$ cat src/rtl/fetch_unit.sv
`default_nettype none
// ============================================================================
// Module     : fetch_unit
// Description: Instruction fetch stage. Holds the PC, issues at most one
//              outstanding word request to instruction memory, and hands
//              the returned instruction plus its PC to decode over a
//              valid/ready handshake. PC redirects are accepted in every
//              state; a response belonging to a squashed request is dropped.
// Ports      : clk, rst              - clock, synchronous active-high reset
//              imem_req_*            - request channel (valid/ready/addr)
//              imem_resp_*           - response channel (valid/data)
//              instr_*               - decode channel (valid/ready/out/pc)
//              redirect_valid/_pc    - branch/jump target
//              fetch_err             - one-cycle pulse on misaligned redirect
// Revision   : 1.0 - initial release
// ============================================================================
module fetch_unit #(
    parameter int               XLEN     = 32,
    parameter logic [XLEN-1:0]  RESET_PC = '0
) (
    input  logic            clk,
    input  logic            rst,
    output logic            imem_req_valid,
    input  logic            imem_req_ready,
    output logic [XLEN-1:0] imem_req_addr,
    input  logic            imem_resp_valid,
    input  logic [31:0]     imem_resp_data,
    output logic            instr_valid,
    input  logic            instr_ready,
    output logic [31:0]     instr_out,
    output logic [XLEN-1:0] instr_pc,
    input  logic            redirect_valid,
    input  logic [XLEN-1:0] redirect_pc,
    output logic            fetch_err
);

    localparam logic [1:0] S_REQ  = 2'd0;  // request may be issued
    localparam logic [1:0] S_WAIT = 2'd1;  // request accepted, awaiting word
    localparam logic [1:0] S_HOLD = 2'd2;  // instruction presented to decode
    localparam logic [1:0] S_DROP = 2'd3;  // awaiting a squashed response

    localparam logic [XLEN-1:0] C_PC_STEP = XLEN'(4);

    logic [1:0]      state_q,       state_d;
    logic [XLEN-1:0] pc_q,          pc_d;
    logic [31:0]     instr_out_q,   instr_out_d;
    logic [XLEN-1:0] instr_pc_q,    instr_pc_d;
    logic            instr_valid_q, instr_valid_d;
    logic            fetch_err_q,   fetch_err_d;

    logic            w_req_fire;
    logic [XLEN-1:0] w_redirect_aligned;

    assign w_req_fire         = (state_q == S_REQ) && imem_req_ready;
    assign w_redirect_aligned = {redirect_pc[XLEN-1:2], 2'b00};

    always_comb begin
        state_d       = state_q;
        pc_d          = pc_q;
        instr_out_d   = instr_out_q;
        instr_pc_d    = instr_pc_q;
        instr_valid_d = instr_valid_q;
        fetch_err_d   = 1'b0;

        if (redirect_valid) begin
            // Redirect outranks every normal transition. Any request already
            // in memory must have its response swallowed in S_DROP so that a
            // stale word can never reach decode.
            pc_d          = w_redirect_aligned;
            fetch_err_d   = (redirect_pc[1:0] != 2'b00);
            instr_valid_d = 1'b0;
            case (state_q)
                S_REQ:   state_d = w_req_fire      ? S_DROP : S_REQ;
                S_WAIT:  state_d = imem_resp_valid ? S_REQ  : S_DROP;
                S_HOLD:  state_d = S_REQ;
                S_DROP:  state_d = imem_resp_valid ? S_REQ  : S_DROP;
                default: state_d = S_REQ;
            endcase
        end else begin
            case (state_q)
                S_REQ: begin
                    if (imem_req_ready) begin
                        state_d = S_WAIT;
                    end
                end
                S_WAIT: begin
                    if (imem_resp_valid) begin
                        instr_out_d   = imem_resp_data;
                        instr_pc_d    = pc_q;
                        instr_valid_d = 1'b1;
                        pc_d          = pc_q + C_PC_STEP;  // wraps modulo 2^XLEN
                        state_d       = S_HOLD;
                    end
                end
                S_HOLD: begin
                    if (instr_ready) begin
                        instr_valid_d = 1'b0;
                        state_d       = S_REQ;
                    end
                end
                S_DROP: begin
                    if (imem_resp_valid) begin
                        state_d = S_REQ;
                    end
                end
                default: state_d = S_REQ;
            endcase
        end
    end

    always_ff @(posedge clk) begin
        if (rst) begin
            state_q       <= S_REQ;
            pc_q          <= RESET_PC;
            instr_out_q   <= '0;
            instr_pc_q    <= '0;
            instr_valid_q <= 1'b0;
            fetch_err_q   <= 1'b0;
        end else begin
            state_q       <= state_d;
            pc_q          <= pc_d;
            instr_out_q   <= instr_out_d;
            instr_pc_q    <= instr_pc_d;
            instr_valid_q <= instr_valid_d;
            fetch_err_q   <= fetch_err_d;
        end
    end

    // Request is suppressed combinationally during reset so nothing is
    // issued before the state register has been initialised.
    assign imem_req_valid = !rst && (state_q == S_REQ);
    assign imem_req_addr  = pc_q;
    assign instr_valid    = instr_valid_q;
    assign instr_out      = instr_out_q;
    assign instr_pc       = instr_pc_q;
    assign fetch_err      = fetch_err_q;

endmodule
`default_nettype wire

$ cat config.mk
export PLATFORM = sky130hd
export DESIGN_NAME = fetch_unit
export DESIGN_NICKNAME = d
export VERILOG_FILES = /design/src/rtl/fetch_unit.sv
export SDC_FILE = /design/constraint.sdc
export NUM_CORES = 1
export LEC_CHECK = 0
export CAP_MARGIN = 20
export CELL_PAD_IN_SITES_DETAIL_PLACEMENT = 1
export CELL_PAD_IN_SITES_GLOBAL_PLACEMENT = 2
export CORE_MARGIN = 2
export CORE_UTILIZATION = 23
export DETAILED_ROUTE_END_ITERATION = 8
export PLACE_DENSITY = 0.78
export SLEW_MARGIN = 20
export SYNTH_ARGS = -nofsm -noshare
export SYNTH_HDL_FRONTEND = slang
export SYNTH_SLANG_ARGS = --single-unit
export TNS_END_PERCENT = 50
$ cat constraint.sdc
create_clock -name clk -period 2.38 [get_ports clk]
set_input_delay 0.714 -clock clk [delete_from_list [all_inputs] [get_ports clk]]
set_output_delay 0.714 -clock clk [all_outputs]
set_load 0.01 [all_outputs]
# ---- Word level (Yosys, flattened, before mapping)
# Cells that the tools add are included.
dict set report word_totals {
  word_cells 49
  regBits 100
  input_bits 70
  output_inout_bits 99
}
dict set report op_classes {
  mux 15
  add_sub_neg 1
  eq_ne 9
  n_reduce_logical 16
  bitwise_logic 1
}
# operator n
set ops {}
lappend ops {{32-bit 2-to-1 mux} 3}
lappend ops {{32-bit by 3-bit adder with 32-bit output (second input constant)} 1}
lappend ops {{2-bit 2-to-1 mux} 7}
lappend ops {{3-bit != test (second input constant)} 4}
lappend ops {{2-bit case mux with 4 select lines} 1}
lappend ops {{2-bit nonzero test} 4}
lappend ops {{2-bit case mux with 3 select lines} 1}
lappend ops {{3-bit AND reduction} 2}
lappend ops {{2-bit OR reduction} 3}
lappend ops {{2-bit equality test (second input constant)} 2}
lappend ops {{2-bit != test (second input constant)} 2}
lappend ops {{2-bit AND reduction} 2}
lappend ops {{4-bit AND reduction} 1}
lappend ops {{2-bit by 1-bit equality test with 1-bit output (second input constant)} 1}
lappend ops {{1-bit logical AND} 2}
lappend ops {{2-bit logical NOT} 1}
lappend ops {{1-bit 2-to-1 mux} 2}
lappend ops {{1-bit case mux with 2 select lines} 1}
lappend ops {{1-bit logical NOT} 1}
lappend ops {{1-bit NOT} 1}

# ---- Depth between registers and ports, before layout
# Gate-level depths: netlist of the first run.
dict set report depth {
  word_depth 5
  depth_mapped 6
  mapped_depth_nobuf 5
}

# ---- Least setup slack after synthesis of the first run
# No wires, ideal clock.
dict set report synth_path {
  path_type {in2out}
  start {input rst}
  end {output imem_req_valid}
  arrival_ns 1.637
  slack_ns 0.029
  required_ns 1.666
  path_stages 4
  n_path_buf 3
  cell_sequence {clkbuf_1 -> clkbuf_1 -> clkbuf_1 -> nor3_1}
}
dict set report synth_via {
  elab_chain_cells 2
}
# element line
set synth_rtl {}
lappend synth_rtl {{start: declaration} 22} ;# input logic rst,
lappend synth_rtl {{1-bit logical NOT} 131} ;# assign imem_req_valid = !rst && (state_q == S_REQ);
lappend synth_rtl {{1-bit logical AND} 131}
lappend synth_rtl {{end: declaration} 23} ;# output logic imem_req_valid,
# No other way between the ends.

# ---- Worst setup path in the final report of the first run
dict set report layout_path {
  start {register pc_q[15] (netlist: imem_req_addr[15])}
  end {output imem_req_addr[15]}
}
# element line
set layout_rtl {}
lappend layout_rtl {{start: declaration} 45} ;# logic [XLEN-1:0] pc_q, pc_d;
lappend layout_rtl {{start signal: assignment} 121} ;# pc_q <= pc_d;
lappend layout_rtl {{end: declaration} 25} ;# output logic [XLEN-1:0] imem_req_addr,
# No word-level cell between the ends.

==> impl_metrics.yaml, run 1 <==
outcome:
  status: "finished clean"
critical_path:
  crit_start: "imem_req_addr[15]$_SDFFE_PP0P_"
  cp.required_ps: 1670
  critPathTopFamily: "buffers and inverters"
  cp-start-kind: "flip-flop"
  crit_slowest_cell: "clkdlybuf4s50_1"
  crit_chain: "clkdlybuf4s50_1"
  end_kind: "output port"
  reg2reg_depth: 5
  crit_fanout: 10
  rr_endpoint: "imem_req_addr[25]$_SDFFE_PP0P_"
  rr_startpoint: "imem_req_addr[10]$_SDFFE_PP0P_"
  critical_path.endpoint: "imem_req_addr[15]"
  critPathArrivalTime_ps: 1540
  r2r_setup_slack_ps: 240
  crit_type: "flip-flop to output port"
  slowest_delay_ps: 630
  path_buf_inv: 1
  cp.depth: 1
route:
  drc_errors: 0
  viasPerCell: 4.81
  wl_um: 15700
  route.antenna.remaining_nets: 0
  dr.pass1.iters: 4
  drt-initial-drc-count: 180
  routed-via-count: 4518
  wl_per_cell_um: 16.7
global_routing:
  grt_pass1_vias: 4682
  grt_max_degree: 100
  grt_overflow: 0
  grt_antenna_before_repair: 0
  grt_usage_pct: 16.3
  grt_pass1_wl_um: 25400
cells_and_area:
  fin_area_um2: 6610
  stdcell_count: 939
  mostFrequentLayoutCells: "161 x clkdlybuf4s50_1, 141 x nand2_1, 96 x dfxtp_1"
  areaGrowthSynthToFinish_pct: 57.8
  final_common_cell: "clkdlybuf4s50_1"
  nets: 777
  drive_gt1_share_pct: 8.87
  antennaDiodeCount: 0
floorplan:
  initial_core_util_pct: 23.4
  dieArea_um2: 19300
  dieHeight_um: 139
  io_pins: 169
  rows: 49
  die_w_um: 139
  coreArea_um2: 17900
timing:
  fmax_ghz: 0.443
  skew_ps: 11.4
  hold_violations: 0
  setup_ws_ps: 125
  period_share_pct: 94.8
  setup_viol: 0
  grt_setup_unrepaired: "false"
  slew_violations: 0
  finalCriticalPeriod_ps: 2260
cts:
  insertion_delay_ps: 350
  clk_pin_slew_ps: 70
  hold_buffers: 0
  cts_resized: 3
  clock_sink_count: 96
  htree_levels: 3
  cts-root-buf: "clkbuf_16"
  postCtsSetupBuffers: 0
  clk_path_buf_depth: 2
  numCtsBuffers: 9
  cts_tree: "done"
synth:
  synth_area_um2: 4190
  ys_types: 47
  yosysWarnings: 0
  avgSynthCellArea_um2: 7.85
  synthFlopType: "dfxtp_1"
  seq_area_frac_synth_pct: 45.9
  ys_ff_latch: 96
  syn_inst: 534
  async_flop_share_pct: 0
  synth-edff-count: 0
placement:
  placed_area_um2: 6300
  pre_cts_slack_ps: -562
  numPlacedInstances: 924
  place.gp.congestion: 0.777
  io_buffers: 164
  hpwlAfterDp_um: 11700
power_and_ir_drop:
  power_leakage_uw: 0.00227
  power_density_nw_per_um2: 576
  finalPower_uw: 3810
  peakVddDrop_uv: 361
flow_run:
  drv_cap: 0
worst_hold_path:
  min_path_type: "flip-flop to flip-flop"
  whs_path_depth: 2
-- cell families (layout without fill, tap and decap cells) --
kind of cell	count (synthesis)	after routing	synth area share, %
other cells	1	4	0.0895
buf+inv	55	228	5.40
compound gates	120	120	17.7
mux	1	1	0.269
simple gates	249	249	28.0
flops	96	96	45.9
xor+xnor	11	11	2.30
fa+ha+maj	1	1	0.299
-- cell usage after synthesis (4+ instances only) --
master,number,share of area [%]
a2111oi_0,6,1.3
a211oi_1,14,2.5
a21oi_1,68,8.1
a311oi_1,9,1.9
and3_1,7,1.0
and4_1,9,1.9
buf_4,4,0.72
clkbuf_1,35,3.1
dfxtp_1,96,46
inv_1,11,0.99
nand2_1,141,13
nand3_1,11,1.3
nand4_1,10,1.5
nor2_1,33,3.0
nor3_1,7,0.84
nor4_1,6,0.90
o21ai_0,6,0.72
o31ai_1,6,1.1
or4_1,8,1.4
xnor2_1,8,1.7
-- layer usage --
metal | track usage (%) | share of wire, % | up-vias
li1 | - | - | 2207
met1 | 20.2 | 45 | 2180
met2 | 27.5 | 47 | 117
met3 | 4.63 | 6.6 | 14
met4 | 5.21 | 1.5 | 0
met5 | 0 | 0 | -
-- through the flow --
step | TNS [ps] | hold slack (ps) | utilization, %
after floorplan | 0 | 481 | -
final | 0 | 454 | 36.9
after CTS | 0 | 457 | 36.9
after global routing | 0 | 477 | 36.9
after detailed placement | -6300 | 448 | 35.2
after global placement | -5270 | 442 | 35.2
-- final cells by class --
class / instances / area, um2
repair buffers: 202 / 1990
flip-flops and latches: 96 / 1920
clock buffers: 10 / 229
well taps: 229 / 287
inverters: 11 / 41.3
multi-input cells: 386 / 2060
clock inverters: 5 / 82.6
fillers: 2124 / 11300
-- power breakdown --
| group | switching, uW | internal (uW) | leakage, uW |
|---|---|---|---|
| clock | 642 | 918 | 0.000153 |
| sequential | 72.2 | 1660 | 0.000782 |
| combinational | 229 | 287 | 0.00133 |
-- how the worst min path moves through the flow --
| stage | from | end | slack (ps) |
|---|---|---|---|
| 4_1_cts | instr_out[7]$_SDFFE_PP0P_ | instr_out[7]$_SDFFE_PP0P_ | 460 |
| 2_1_floorplan | instr_out[0]$_SDFFE_PP0P_ | instr_out[0]$_SDFFE_PP0P_ | 480 |
| 5_1_grt | instr_out[24]$_SDFFE_PP0P_ | instr_out[24]$_SDFFE_PP0P_ | 480 |
| 3_5_place_dp | instr_out[7]$_SDFFE_PP0P_ | instr_out[7]$_SDFFE_PP0P_ | 450 |
| 3_3_place_gp | instr_out[12]$_SDFFE_PP0P_ | instr_out[12]$_SDFFE_PP0P_ | 440 |
| 6_report | instr_pc[14]$_SDFFE_PP0P_ | instr_pc[14]$_SDFFE_PP0P_ | 450 |
-- sequential cells by signal, summed over array words and instances, names as in the netlist --
name           cells
instr_out         32
fetch_err          1
instr_valid        1
instr_pc          30
imem_req_addr     30
state_q            2
Note: power is estimated with default switching activity, not from simulation.
==> run 2: changes to the inputs <==
--- a/config.mk
+++ b/config.mk
@@ -8,10 +8,10 @@
 export CAP_MARGIN = 20
 export CELL_PAD_IN_SITES_DETAIL_PLACEMENT = 1
 export CELL_PAD_IN_SITES_GLOBAL_PLACEMENT = 2
-export CORE_MARGIN = 2
 export CORE_UTILIZATION = 23
 export DETAILED_ROUTE_END_ITERATION = 8
 export PLACE_DENSITY = 0.78
+export SETUP_SLACK_MARGIN = 0.05
 export SLEW_MARGIN = 20
 export SYNTH_ARGS = -nofsm -noshare
 export SYNTH_HDL_FRONTEND = slang
==> impl_metrics.yaml, run 2 (same netlist as run 1, synthesis figures left out) <==
flow_run:
  drv_cap: 0
placement:
  numPlacedInstances: 919
  io_buffers: 164
  placed_area_um2: 6270
  hpwlAfterDp_um: 11600
  place.gp.congestion: 0.803
critical_path:
  slowest_delay_ps: 550
  crit_start: "imem_resp_valid"
  path_buf_inv: 2
  crit_type: "input port to flip-flop"
  crit_fanout: 18
  rr_startpoint: "state_q[1]$_SDFFE_PP0P_"
  critPathArrivalTime_ps: 2530
  crit_chain: "dlygate4sd2_1 > nand3b_4 > or4_4 > buf_6 > or4_1 > a311oi_1"
  crit_slowest_cell: "or4_4"
  critPathTopFamily: "simple AND/OR/NAND/NOR gates"
  cp-start-kind: "input port"
  end_kind: "flip-flop"
  cp.required_ps: 2640
route:
  route.antenna.remaining_nets: 0
  wl_per_cell_um: 16.8
  wl_um: 15800
  drt-initial-drc-count: 120
  viasPerCell: 4.80
  routed-via-count: 4496
  drc_errors: 0
  dr.pass1.iters: 4
timing:
  setup_viol: 0
  fmax_ghz: 0.441
  grt_setup_unrepaired: "true"
  slew_violations: 0
  finalCriticalPeriod_ps: 2270
  skew_ps: 7.37
  period_share_pct: 95.3
  worstMarginPinSlew_ps: 786
  hold_violations: 0
  slew_headroom_pct: 47.6
cts:
  clk_pin_slew_ps: 70
  clock_sink_count: 96
  hold_buffers: 0
  clk_path_buf_depth: 2
  numCtsBuffers: 9
  cts_tree: "done"
  cts-root-buf: "clkbuf_16"
  insertion_delay_ps: 350
  htree_levels: 3
  postCtsSetupBuffers: 0
floorplan:
  initial_core_util_pct: 23.9
  dieHeight_um: 137
  dieArea_um2: 18800
  io_pins: 169
  die_w_um: 137
  coreArea_um2: 17500
  rows: 48
cells_and_area:
  areaGrowthSynthToFinish_pct: 56.8
  drive_gt1_share_pct: 9.15
  fin_area_um2: 6570
  mostFrequentLayoutCells: "161 x clkdlybuf4s50_1, 141 x nand2_1, 96 x dfxtp_1"
  fill_cells: 2075
  largest_reg_flops: 32
  final_common_cell: "clkdlybuf4s50_1"
  nets: 776
  stdcell_count: 936
global_routing:
  grt_overflow: 0
  grt_pass1_vias: 4687
  grt_usage_pct: 17.3
  grt_antenna_before_repair: 1
  grt_pass1_wl_um: 24800
  grt_max_degree: 71
power_and_ir_drop:
  power_density_nw_per_um2: 556
  power_leakage_uw: 0.00224
  peakVddDrop_uv: 331
outcome:
  status: "finished clean"
worst_hold_path:
  min_path_type: "flip-flop to flip-flop"
  min_from: "instr_pc[14]$_SDFFE_PP0P_"
## run 2: power by group
part	switching (uW)	internal, uW
clock network	677	724
registers	77.1	1660
logic	228	285
## run 2: cell type report
class                           count  area [um2]  share of cell area (%)
Multi-Input combinational cell    386        2070                    31.6
Timing Repair Buffer              201        1970                    30.0
Tap cell                          225         282                    4.28
Inverter                           11        41.3                   0.628
Clock inverter                      6        52.6                   0.800
Antenna cell                        1        2.50                  0.0381
Clock buffer                       10         229                    3.49
Sequential cell                    96        1920                    29.3
## run 2: what timing repair did
item / in CTS / in global routing
gates resized for setup: 3 / 2
pin swaps: 0 / 1
endpoints found under the hold margin: 0 / 0
setup endpoints to repair: 10 / 2
cloned: 0 / 0
## run 2: stage by stage
step           hold WS (ps)  TNS [ps]  total power, uW  worst slack (ps)  utilization [%]
5_1_grt                 475         0             3830              47.5             37.5
2_1_floorplan           481         0             1950               124                -
6_report                454         0             3650               113             37.5
3_3_place_gp            443     -4760             2280              -490             35.8
3_5_place_dp            448     -6040             2290              -560             35.8
4_1_cts                 458         0             3710              87.8             37.4
## run 2: layer usage
layer,global-route usage [%],vias to the layer above,part of all wire (%)
met2,30.4,134,49
li1,-,2196,-
met3,5.00,13,6.7
met4,4.88,0,1.2
met1,20.2,2153,43
met5,0,-,0
## run 2: worst paths after layout
kind	end	slack, ps	cells after the start
worst max-delay path	imem_req_addr[27]$_SDFFE_PP0P_	110	6
worst min register to register	instr_pc[14]$_SDFFE_PP0P_	450	2
worst min-delay path	instr_pc[14]$_SDFFE_PP0P_	450	2
worst max register to register	imem_req_addr[27]$_SDFFE_PP0P_	270	5
## run 2: worst min-delay path, stage by stage (launching register included)
cell and delay [ps]:
dfxtp_1 310, nand2_1 50, a21oi_1 50
